==> src/rtl/output_port_scheduler_pkg.sv <==
// Shared definitions for the switch output-port datapath: word layout,
// port count and scheduler state encoding.
package output_port_scheduler_pkg;

    localparam int WORD_W    = 33;
    localparam int EOP_BIT   = 32;
    localparam int NUM_PORTS = 4;
    localparam int PTR_W     = 2;

    typedef enum logic {
        IDLE = 1'b0,
        BUSY = 1'b1
    } state_t;

endpackage

==> src/rtl/output_port_scheduler_rr_arbiter.sv <==
// Combinational round-robin pick: first requester after rr_ptr, wrapping
// modulo NUM_PORTS. Shared by every output port of the switch.
module rr_arbiter
    import output_port_scheduler_pkg::*;
(
    input  logic [NUM_PORTS-1:0] req,
    input  logic [PTR_W-1:0]     rr_ptr,
    output logic [PTR_W-1:0]     grant,
    output logic                 any_req
);

    logic found;

    always_comb begin
        // NOTE: every variable gets a default before the search so no path leaves it unassigned (no latch).
        grant = rr_ptr;
        found = 1'b0;
        for (int k = 1; k <= NUM_PORTS; k++) begin
            if (!found && req[rr_ptr + PTR_W'(k)]) begin
                grant = rr_ptr + PTR_W'(k);
                found = 1'b1;
            end
        end
    end

    assign any_req = |req;

endmodule

==> src/rtl/output_port_scheduler.sv <==
// Output-port scheduler: round-robin packet arbitration over NUM_Q show-ahead
// queues, popping into a single registered valid/ready output stage.
module output_port_scheduler #(
    parameter int NUM_Q         = 4,
    parameter int WORD_W        = 33,
    parameter int MAX_PKT_WORDS = 64
) (
    input  logic                     clk,
    input  logic                     rst,
    input  logic [NUM_Q-1:0]         q_empty,
    input  logic [NUM_Q*WORD_W-1:0]  q_rd_data,
    output logic [NUM_Q-1:0]         q_rd_en,
    output logic [WORD_W-1:0]        out_data,
    output logic                     out_valid,
    input  logic                     out_ready,
    output logic [1:0]               grant,
    output logic                     busy,
    output logic                     err_trunc
);
    import output_port_scheduler_pkg::*;

    localparam int                CNT_W    = $clog2(MAX_PKT_WORDS + 1);
    localparam logic [CNT_W-1:0]  CNT_LAST = CNT_W'(MAX_PKT_WORDS - 1);

    state_t             state;
    logic [1:0]         rr_ptr;
    logic [CNT_W-1:0]   word_cnt;
    logic [1:0]         arb_grant;
    logic               any_req;
    logic               pop;
    logic [WORD_W-1:0]  head;

    rr_arbiter u_arb (
        .req     (~q_empty),
        .rr_ptr  (rr_ptr),
        .grant   (arb_grant),
        .any_req (any_req)
    );

    assign head    = q_rd_data[grant*WORD_W +: WORD_W];
    // Pop only when the output register is free or draining this same cycle.
    assign pop     = (state == BUSY) && !q_empty[grant] && (!out_valid || out_ready);
    assign q_rd_en = pop ? (NUM_Q'(1) << grant) : '0;
    assign busy    = (state == BUSY);

    // NOTE: sequential state uses non-blocking assignments so every register samples pre-edge values.
    always_ff @(posedge clk) begin
        if (rst) begin
            state     <= IDLE;
            rr_ptr    <= 2'd3;
            grant     <= 2'd0;
            word_cnt  <= '0;
            out_data  <= '0;
            out_valid <= 1'b0;
            err_trunc <= 1'b0;
        end else begin
            err_trunc <= 1'b0;
            if (out_valid && out_ready && !pop) begin
                out_valid <= 1'b0;
            end

            case (state)
                IDLE: begin
                    if (any_req) begin
                        grant  <= arb_grant;
                        rr_ptr <= arb_grant;
                        state  <= BUSY;
                    end
                end
                BUSY: begin
                    if (pop) begin
                        out_data  <= head;
                        out_valid <= 1'b1;
                        if (head[EOP_BIT]) begin
                            state    <= IDLE;
                            word_cnt <= '0;
                        end else if (word_cnt == CNT_LAST) begin
                            // Runaway packet: abort; its tail is re-arbitrated as a new packet.
                            state     <= IDLE;
                            err_trunc <= 1'b1;
                            word_cnt  <= '0;
                        end else begin
                            word_cnt <= word_cnt + 1'b1;
                        end
                    end
                end
                default: state <= IDLE;
            endcase
        end
    end

endmodule

==> config.mk <==
export PLATFORM = sky130hd
export DESIGN_NAME = output_port_scheduler
export DESIGN_NICKNAME = d
export VERILOG_FILES = /design/src/rtl/output_port_scheduler_pkg.sv /design/src/rtl/output_port_scheduler_rr_arbiter.sv /design/src/rtl/output_port_scheduler.sv
export SDC_FILE = /design/constraint.sdc
export NUM_CORES = 1
export LEC_CHECK = 0
export ABC_CLOCK_PERIOD_IN_PS = 2000
export CORE_ASPECT_RATIO = 0.5
export CORE_UTILIZATION = 40
export CTS_CLUSTER_DIAMETER = 80
export DETAILED_ROUTE_END_ITERATION = 6
export DONT_BUFFER_PORTS = 1
export GPL_TIMING_DRIVEN = 0
export PLACE_DENSITY_LB_ADDON = 0.2
export SLEW_MARGIN = 40
export SYNTH_ARGS = -nofsm -noshare
export SYNTH_HDL_FRONTEND = slang
export SYNTH_SLANG_ARGS = --single-unit
==> constraint.sdc <==
create_clock -name clk -period 2 [get_ports clk]
set_clock_uncertainty 0.1 [all_clocks]
set_input_delay 0.4 -clock clk [delete_from_list [all_inputs] [get_ports clk]]
set_output_delay 0.4 -clock clk [all_outputs]
set_load 0.02 [all_outputs]
==> metrics.md, run 1 <==
| Metric | Value |
|---|---|
| Max-Cap Viols | 0 |
| Clock root buffer | clkbuf_16 |
| CTS tree | yes |
| Clock tree buffer depth | 2 |
| Clk pwr share | 30.0% |
| IO buf count | 0 |
| Vias per inst | approximately 6.5 |
| Die Width | 120 µm |
| Routability congestion estimate | 0.754 |
| DR DRC count | 0 |
| Period utilization | 108% |
| Gr usage total | ~25% |
| CP startpoint kind | flip-flop |
| Placed insts | 367 |
| Router iterations before antenna repair | 5 |
| Final hold viol count | 0 |
| WS Path Type | flip-flop to output pin |
| Type of the tightest min-delay check | primary input to flip-flop |
| GRT met3 Usage | 8.93% |
| Multi-input logic area | roughly 1800 µm² |
| Area delta synth->final | 16.2% |
| Filler instances | 587 |
| First-pass GRT wire length | roughly 14 mm |
| Worst Slack Setup Final | -0.161 ns |
| Die Y-Extent | 60.8 µm |
| IO Pins | 181 |
| Total Power | 2.99 mW |
| Initial antenna violation count | 0 |
| Clock-pin slew on the worst setup and hold paths | 0.07 ns |
| Sw Ratio | about 33% |
| Cell Rows | 20 |
| Violated checks | setup timing |
| Met2 Track Usage GR | between 40% and 50% |
| Worst-Skew Late Latency | ~0.29 ns |
| CTS Sinks | 47 |
| Largest net degree at the start of global routing | 14 |
| Leak Pwr | 1.01 nW |
| Status | finished with violations |
| Yosys reg bits | 47 |
| Slew HR | 61.4% |
| Syn Std Cell Area | 2760 µm² |
| Most Crowded Layer GR | met2 |
| Synth unique cells | 39 |
| Arr. time, crit path | 1.66 ns |
| Cells after Synth | 279 |
| Routed Antenna Nets | 0 |
| Combinational share of power | 29.0% |
| Avg WL per Cell | 23.5 µm |
| Core Util, Final | between 50 and 60% |
| # diodes | 0 |
| Starting density of the core | 43.5% |
| WP data required | 1.50 ns |
| 1st-iter DRT viols | 158 |
| Final wirelength | between 8 and 9 mm |
| Register Area | 950 µm² |
| Post-DP HPWL | 6.80 mm |
| Post-layout min period | 2.16 ns |
| Via count | 2469 |
| Worst vdd ir | roughly 0.40 mV |
| Layout net count | ~430 |
| Number of CTS-inserted buffers | 5 |
| Flop pwr share | 41.0% |
| Final setup fails | 3 |
| Synthesized Nets | 419 |
| Final std cells w/o fill | 380 |
| H-tree depth | 2 |
| Register area share after synthesis | 34.0% |
| Vias in the first global route | 2565 |
| Worst Setup End Kind | output pin |
| Routing usage on met1 | 29.1% |
| Pwr per Cell Area | 930 nW/µm² |
| Synthesis Warnings | 0 |
| Post-Syn Area per Cell | between 9 and 10 µm² |
| RSZ-0062 raised after global routing | yes |
| Pins Over Slew Limit | 0 |
| Worst-path maximum fanout | 5 |
| Worst-Margin Slew | 0.572 ns |
| Total gr overflow | 0 |
| Die ar. | 7270 µm² |
| Int Power | approximately 2 mW |
| # hold bufs at CTS | 0 |
| Core area | 6360 µm² |
| Layout cells sized above 1 | 26.0% |
| Max Clock Freq | 0.463 GHz |
| Switching Power | 990 µW |
## path summary, 6_finish.rpt
kind	start	endpoint	slack (ns)	cells after the start
min reg2reg	word_cnt[6]	word_cnt[6]	0.34	1
max reg2reg	grant[0]	word_cnt[1]	0.06	4
min	q_empty[2]	grant[0]	0.21	2
max	grant[1]	q_rd_en[2]	-0.16	4
## Yosys cell counts
cell type / n / share of area, %
a21o_1: 1 / 0.27
a21oi_1: 39 / 7.1
a21oi_2: 1 / 0.32
a311oi_1: 1 / 0.32
a31oi_1: 3 / 0.68
a41oi_1: 1 / 0.32
and3_1: 1 / 0.23
and3b_1: 1 / 0.32
buf_1: 1 / 0.14
buf_2: 4 / 0.72
buf_6: 1 / 0.41
clkbuf_1: 22 / 3.0
dfxtp_1: 47 / 34
ha_1: 1 / 0.45
inv_1: 2 / 0.27
mux2_2: 2 / 0.81
mux4_2: 33 / 27
nand2_1: 6 / 0.81
nand2b_1: 5 / 1.1
nand3_1: 38 / 6.9
nand4_1: 2 / 0.45
nand4b_1: 1 / 0.32
nor2_1: 6 / 0.81
nor2b_1: 2 / 0.45
nor3_1: 3 / 0.54
nor3b_1: 1 / 0.27
nor4_1: 1 / 0.23
nor4b_1: 1 / 0.32
o211ai_1: 3 / 0.81
o21ai_0: 37 / 6.7
o221a_2: 1 / 0.41
o221ai_1: 1 / 0.32
o22a_1: 1 / 0.32
o22ai_2: 1 / 0.45
o311a_1: 1 / 0.36
o311ai_0: 3 / 0.95
o31ai_1: 2 / 0.54
o41ai_1: 1 / 0.32
or4b_1: 1 / 0.36
## flip-flops by register name (all words and copies together), names as in the netlist
name and flops:
busy 1, err_trunc 1, grant 2, out_data 33, out_valid 1, rr_ptr 2
word_cnt 7
## worst max-delay path, cell delays in order (launching register included)
cell	delay [ns]
dfxtp_4	0.43
mux2_4	0.34
o22ai_4	0.20
nand2_4	0.11
nor3b_4	0.30
## area by class of cell
cell class                      count  area share (%)
Buffer                             28            4.87
Timing Repair Buffer                5            1.17
Tap cell                           88            3.43
Inverter                            2           0.234
Sequential cell                    47            29.6
Clock buffer                        8            4.87
Multi-Input combinational cell    202            55.8
## what timing repair did
item	4_1_cts	5_1_grt
pin swaps	3	4
cloned	0	0
endpoints found under the setup margin	45	38
gates resized for setup	19	24
setup buffers	4	1
## power groups by stage
stage	Combinational, mW	Clock [mW]	Sequential (mW)
after detailed placement	0.800	0	1.24
after floorplan	0.654	0	1.21
final	0.865	0.897	1.22
after CTS	0.841	0.918	1.22
after global routing	0.946	0.952	1.23
after global placement	0.769	0	1.23
## metrics by stage
| step | setup WS [ns] | instance area (µm²) | setup TNS, ns | hold WS [ns] |
|---|---|---|---|---|
| after CTS | -0.194 | 3160 | -0.493 | 0.210 |
| after floorplan | -0.0349 | 2810 | -0.0626 | 0.324 |
| after global placement | -0.321 | 2920 | -4.75 | 0.333 |
| after detailed placement | -0.363 | 2920 | -6.64 | 0.335 |
| final | -0.161 | 3210 | -0.284 | 0.214 |
| after global routing | -0.219 | 3210 | -0.559 | 0.234 |
## layout by cell type (no fill, tap or decap), types with 3 or more instances in the layout
cell type and instances:
nor2_1 6, buf_2 3, o211ai_1 3, clkbuf_1 14
clkbuf_4 4, nand2b_1 5, clkbuf_2 4, mux4_2 33
buf_4 6, dfxtp_1 44, clkbuf_16 5, nand3_1 38
a31oi_1 3, a21oi_1 38, o21ai_0 37, nand2_1 4
## routing by layer
| metal | wire length [µm] | part of all wire (%) |
|---|---|---|
| met2 | 4530 | 51 |
| met5 | 0 | 0 |
| met3 | 819 | 9.2 |
| met4 | 70 | 0.78 |
| met1 | 3520 | 39 |
## kinds of logic after synthesis
| kind of cell | share of synthesized area (%) |
|---|---|
| buf+inv | 4.53 |
| flops | 34.0 |
| compound gates | 20.1 |
| mux | 27.7 |
| simple gates | 13.1 |
| fa+ha+maj | 0.453 |
Power figures use the tool's default switching activity.
==> run 2: changes to the inputs <==
Settings changed: TNS_END_PERCENT set to 1.
==> run 2 against run 1 <==
Effect of this change: fmax grew 0.95%; via count grew 0.89%; first-iteration DRC count grew 1.3%; utilization shrank 0.26 points; count of clock-buffer cells in the layout is the same; the run still ends with setup timing left; combinational power shrank 1%; hold slack lost 0.0050 ns; cell area shrank 0.51%; sequential cell count is the same.
==> metrics.md, run 2 (synthesis results as in run 1) <==
| Metric | Value |
|---|---|
| Violated checks | setup timing |
| Status | finished with violations |
| Via count | 2491 (+0.89%) |
| Switching Power | 977 µW (-1.4%) |
| Arr. time, crit path | 1.64 ns (-0.02 ns) |
| CTS tree | yes |
| Total gr overflow | 0 (unchanged) |
| Ordered cell list for the critical path | mux2_4 -> o22ai_4 -> nand2_4 -> nor3b_4 |
| Largest stage delay on the critical path | 0.42 ns (about the same) |
| Layout cells sized above 1 | 25.1% (-0.94 points) |
| Routability congestion estimate | 0.754 (unchanged) |
| Leading cell types in the layout, fill and taps excluded | 44 x dfxtp_1, 39 x a21oi_1, 38 x nand3_1 |
| Hold_sp | q_empty[2] |
| RR Startpoint | grant[0] |
| Max Clock Freq | 0.467 GHz (+0.95%) |
| Type of the tightest min-delay check | primary input to flip-flop |
| IO buf count | 0 (unchanged) |
| Final wirelength | 8.84 mm (-1.1%) |
| Final setup fails | 5 (+2) |
| Max-Cap Viols | 0 (unchanged) |
| Avg WL per Cell | 23.3 µm (-0.82%) |
| Sw Ratio | 33.0% (-0.21 points) |
| Vias in the first global route | 2550 (-0.58%) |
| Biggest register | out_data |
| Largest regs | out_data x33, word_cnt x7 |
| Worst-path maximum fanout | 5 (unchanged) |
| H-tree depth | 2 (unchanged) |
| WP buf/inv | 0 (unchanged) |
| # diodes | 0 (unchanged) |
| Worst-Skew Late Latency | 0.28 ns (about the same) |
| RSZ-0062 raised after global routing | yes |
| Slew HR | 60.4% (-1.0 points) |
| Int Power | 1.99 mW (-0.44%) |
| Routed Antenna Nets | 0 (unchanged) |
| Flop pwr share | 41.2% (+0.2 points) |
| Design Area, Final | 3190 µm² (-0.51%) |
| Die ar. | 7270 µm² (unchanged) |
| Starting density of the core | 43.5% (unchanged) |
| Post-layout min period | 2.14 ns (-0.0204 ns) |
| Clock root buffer | clkbuf_16 |
| Largest net degree at the start of global routing | 14 (unchanged) |
| Clk pwr share | 30.0% (about the same) |
| Pwr per Cell Area | 928 nW/µm² (-0.25%) |
| CP startpoint kind | flip-flop |
| Router iterations before antenna repair | 4 (-1) |
| Commonest non-fill, non-tap cell in the layout | dfxtp_1 |
| Worst Setup End Kind | output pin |
| Gr usage total | 24.9% (-0.19 points) |
| First-pass GRT wire length | 13.5 mm (-0.91%) |
| 1st-iter DRT viols | 160 (+1.3%) |
| Die Y-Extent | 60.8 µm (unchanged) |
| Clock-pin slew on the worst setup and hold paths | 0.06 ns (about the same) |
| Slowest library cell on the worst path | dfxtp_4 |
| Worst Slack Setup Final | -0.141 ns (+0.0204 ns) |
| Vias per inst | 6.57 (+1.2%) |
| Total Power | 2.96 mW (-0.75%) |
| Combinational share of power | 28.8% (-0.2 points) |
| CTS Sinks | 47 (unchanged) |
| Post-DP HPWL | 6.80 mm (unchanged) |
| Period utilization | 107% (-1.0 points) |
| Reg2reg path depth | 4 (unchanged) |
| Worst vdd ir | 0.403 mV (+0.21%) |
| End of the worst register-to-register path | word_cnt[1] |
| IO Pins | 181 (unchanged) |
| Core area | 6360 µm² (unchanged) |
| Hold endpoint | grant[0] |
| Hold Crit Depth | 2 (unchanged) |
| Die Width | 120 µm (unchanged) |
| WP data required | 1.50 ns (about the same) |
| Final std cells w/o fill | 379 (-0.26%) |
| Delay-heaviest family, CP | flip-flops |
| Post-placement cell area | 2920 µm² (unchanged) |
| Reg2reg setup slack | -0.02 ns (-0.08 ns) |
| Initial antenna violation count | 0 (unchanged) |
| Core Util, Final | 50.3% (-0.26 points) |
| Number of CTS-inserted buffers | 5 (unchanged) |
| Layout net count | 430 (-0.23%) |
| Placed insts | 367 (unchanged) |
| DR DRC count | 0 (unchanged) |
| Clock tree buffer depth | 2 (unchanged) |
| WS Path Type | flip-flop to output pin |
| Pins Over Slew Limit | 0 (unchanged) |
| Cell Rows | 20 (unchanged) |
| Filler instances | 589 (+0.34%) |
| Leak Pwr | 0.992 nW (-1.5%) |
| Worst-Margin Slew | 0.586 ns (+0.0148 ns) |
| Area delta synth->final | 15.6% |
| Final hold viol count | 0 (unchanged) |
| Largest register FFs | 33 (unchanged) |
-- run 2: changes by cell type in the layout (fill, tap and decap cells not counted), sizes merged --
| cell | delta |
|---|---|
| buf | -1 |
-- run 2: routing by layer --
layer	vias to the layer above	GRT usage (%)	part of all wire (%)
met4	0	7.50	0.85
met5	-	0	0
met2	110	44.3	51
met1	1241	28.9	39
met3	10	9.02	9.3
li1	1130	-	-
-- run 2: power groups by stage --
stage | Combinational [mW] | Clock [mW] | Sequential (mW)
after CTS | 0.834 | 0.918 | 1.22
final | 0.854 | 0.888 | 1.22
after global placement | 0.769 | 0 | 1.23
after detailed placement | 0.800 | 0 | 1.24
after global routing | 0.933 | 0.949 | 1.23
after floorplan | 0.654 | 0 | 1.21
-- run 2: how the worst max path moves through the flow --
| stage | from | end | slack (ns) | cells past startpoint |
|---|---|---|---|---|
| finish | grant[1] | q_rd_en[2] | -0.14 | 4 |
| floorplan | grant[0] | q_rd_en[2] | -0.03 | 5 |
| CTS | grant[1] | q_rd_en[2] | -0.19 | 4 |
| global placement | grant[0] | q_rd_en[2] | -0.32 | 5 |
| global route | grant[1] | q_rd_en[2] | -0.21 | 4 |
| detailed placement | grant[0] | q_rd_en[2] | -0.36 | 5 |
-- run 2: timing repair --
action                                  in CTS  in global routing
setup buffers                                3                  1
endpoints found under the setup margin      45                 39
pin swaps                                    3                  4
hold buffers                                 0                  0
resized for setup                           18                 19
-- run 2: final cells by class --
| type | instances | area [µm²] | share of cell area (%) |
|---|---|---|---|
| plain buffers | 28 | 150 | 4.70 |
| clock buffers | 8 | 156 | 4.90 |
| inverters | 2 | 7.51 | 0.235 |
| multi-input cells | 202 | 1790 | 56.1 |
| flip-flops and latches | 47 | 950 | 29.7 |
| well taps | 88 | 110 | 3.45 |
| repair buffers | 4 | 30.0 | 0.940 |
-- run 2: per-stage QoR --
stage / hold slack [ns] / setup slack, ns / TNS, ns
floorplan: 0.324 / -0.0349 / -0.0626
global placement: 0.333 / -0.321 / -4.75
detailed placement: 0.335 / -0.363 / -6.64
CTS: 0.208 / -0.194 / -0.605
global route: 0.228 / -0.210 / -0.943
finish: 0.209 / -0.141 / -0.330
==> run 3: changes to the inputs <==
Settings changed: CORE_UTILIZATION 40 to 55.
==> run 3 against run 2 <==
Effect of this change: the flow still finishes with violations (setup timing); global-route usage up 4.4 points; setup slack better by 0.0031 ns; critical endpoint unchanged; register-to-register slack about the same; highest routed layer unchanged; sequential share of layout area is 1.0 points higher; count of clock-buffer cells in the layout fell by 2; final cell count shrank 6.6%; non-clock buffer count shrank 2; utilization grew 17 points; fmax grew 0.15%; sequential cell count is the same.
==> metrics.md, run 3 (synthesis results as in run 1) <==
| Metric | Value |
|---|---|
| Clock root buffer | clkbuf_8 |
| Max-Cap Viols | 0 (unchanged) |
| Die Width | 102 µm (-14%) |
| Setup crit end | q_rd_en[2] |
| Largest register FFs | 33 (unchanged) |
| Biggest register | out_data |
| Final wirelength | 7.60 mm (-14%) |
| Period utilization | 107% (-0.16 points) |
| Post-DP HPWL | 5.93 mm (-13%) |
| Pins Over Slew Limit | 0 (unchanged) |
| Worst Setup End Kind | output pin |
| Layout cells sized above 1 | 24.0% (-1.1 points) |
| Reg2reg setup slack | -0.01 ns (about the same) |
| Clock tree buffer depth | 2 (unchanged) |
| Leak Pwr | 0.949 nW (-4.3%) |
| CP startpoint kind | flip-flop |
| DR DRC count | 0 (unchanged) |
| RSZ-0062 raised after global routing | yes |
| Final hold viol count | 0 (unchanged) |
| Commonest non-fill, non-tap cell in the layout | dfxtp_1 |
| First-pass GRT wire length | 11.5 mm (-15%) |
| Die ar. | 5330 µm² (-27%) |
| RR Startpoint | grant[0] |
| # diodes | 0 (unchanged) |
| Worst Slack Setup Final | -0.138 ns (+0.00312 ns) |
| Area delta synth->final | 11.6% |
| Max Clock Freq | 0.468 GHz (+0.15%) |
| Worst vdd ir | 0.402 mV (about the same) |
| Total gr overflow | 0 (unchanged) |
| Clock-pin slew on the worst setup and hold paths | 0.08 ns (+0.02 ns) |
| Core area | 4620 µm² (-27%) |
| Worst-Margin Slew | 0.532 ns (-0.0540 ns) |
| Arr. time, crit path | 1.64 ns (about the same) |
| Cell Rows | 17 (-15%) |
| CTS Sinks | 47 (unchanged) |
| Die Y-Extent | 52.1 µm (-14%) |
| Violated checks | setup timing |
| Final setup fails | 5 (unchanged) |
| WS Path Type | flip-flop to output pin |
| Gr usage total | 29.2% (+4.4 points) |
| Crit path from | grant[1] |
| End of the worst register-to-register path | word_cnt[1] |
| Post-placement cell area | 2890 µm² (-0.94%) |
| Slowest library cell on the worst path | dfxtp_4 |
| CTS tree | yes |
| Largest net degree at the start of global routing | 14 (unchanged) |
| H-tree depth | 2 (unchanged) |
| Worst-path maximum fanout | 5 (unchanged) |
| Status | finished with violations |
| Initial antenna violation count | 0 (unchanged) |
| Layout net count | 428 (-0.47%) |
| WP data required | 1.50 ns (about the same) |
| Filler instances | 375 (-36%) |
| Largest stage delay on the critical path | 0.42 ns (about the same) |
| Routability congestion estimate | 0.799 (+5.9%) |
| Starting density of the core | 59.9% (+16 points) |
| Number of CTS-inserted buffers | 5 (unchanged) |
| Leading cell types in the layout, fill and taps excluded | 44 x dfxtp_1, 39 x a21oi_1, 38 x nand3_1 |
| Type of the tightest min-delay check | primary input to flip-flop |
| Total Power | 2.71 mW (-8.4%) |
| Router iterations before antenna repair | 4 (unchanged) |
| Vias per inst | 6.77 (+3.1%) |
| Routed Antenna Nets | 0 (unchanged) |
| Via count | 2398 (-3.7%) |
| Reg2reg path depth | 4 (unchanged) |
| Largest regs | out_data x33, word_cnt x7 |
| Ordered cell list for the critical path | mux2_2 -> o22ai_4 -> nand2_4 -> nor3b_4 |
| Slew HR | 64.0% (+3.6 points) |
| Pwr per Cell Area | 880 nW/µm² (-5.2%) |
| Vias in the first global route | 2388 (-6.4%) |
| IO Pins | 181 (unchanged) |
| # hold bufs at CTS | 0 (unchanged) |
| Post-layout min period | 2.14 ns (-0.00312 ns) |
| IO buf count | 0 (unchanged) |
| Avg WL per Cell | 21.5 µm (-8.0%) |
| Worst-Skew Late Latency | 0.29 ns (about the same) |
| Design Area, Final | 3090 µm² (-3.4%) |
| 1st-iter DRT viols | 105 (-34%) |
## run 3: cell count changes in the layout (fill, tap and decap cells not counted), sizes merged
cell	before	now
bufinv	0	1
clkbuf	29	28
buf	11	8
## run 3: routing by layer
layer / GRT usage (%) / part of all wire [%] / vias to the layer above / wire, µm
met3: 12.2 / 10 / 10 / 794
li1: - / - / 1110 / -
met4: 8.10 / 0.86 / 0 / 65
met5: 0 / 0 / - / 0
met1: 33.1 / 37 / 1185 / 2800
met2: 51.2 / 52 / 93 / 3940
## run 3: stage by stage
step / utilization, % / setup slack (ns) / TNS [ns] / std cells / hold slack [ns]
2_1_floorplan: - / -0.0349 / -0.0626 / 279 / 0.324
3_3_place_gp: 62.7 / -0.285 / -2.78 / 345 / 0.332
3_5_place_dp: 62.7 / -0.322 / -5.09 / 345 / 0.336
4_1_cts: 66.6 / -0.191 / -0.499 / 354 / 0.185
5_1_grt: 66.8 / -0.208 / -0.924 / 354 / 0.205
6_report: 66.8 / -0.138 / -0.346 / 354 / 0.184
## run 3: repair_timing
| item | in CTS | in global routing |
|---|---|---|
| pin swaps | 4 | 3 |
| endpoints found under the setup margin | 44 | 32 |
| setup buffers | 2 | 0 |
| gates resized for setup | 20 | 8 |
## run 3: critical path, delay by kind of cell (launching register included)
kind	cells	cell delay, ns
muxes	1	0.38
and+or+nand+nor	2	0.39
DFF	1	0.42
AOI/OAI and AO/OA	1	0.15
## run 3: layout make-up
type	instances	area [µm²]	share of cell area (%)
sequential	47	950	30.8
buffer	28	141	4.58
tap	66	82.6	2.68
inverter	2	7.51	0.243
clock inverter	1	30.0	0.973
multi-input combinational	202	1790	57.9
clock buffer	6	72.6	2.35
timing repair buffer	2	15.0	0.487
## run 3: worst min-delay path by stage
stage	startpoint	end	slack, ns	cells after the start
after floorplan	word_cnt[6]	word_cnt[6]	0.32	1
after global placement	word_cnt[6]	word_cnt[6]	0.33	1
after detailed placement	word_cnt[6]	word_cnt[6]	0.34	1
after CTS	q_empty[2]	grant[0]	0.18	2
after global routing	q_empty[2]	grant[0]	0.21	2
final	q_empty[2]	grant[0]	0.18	2
## run 3: power by group
part | internal (mW) | switching [mW] | leakage [nW]
clock | 0.367 | 0.312 | 0.0513
sequential | 1.03 | 0.181 | 0.384
combinational | 0.402 | 0.418 | 0.513
total | 1.80 | 0.911 | 0.949
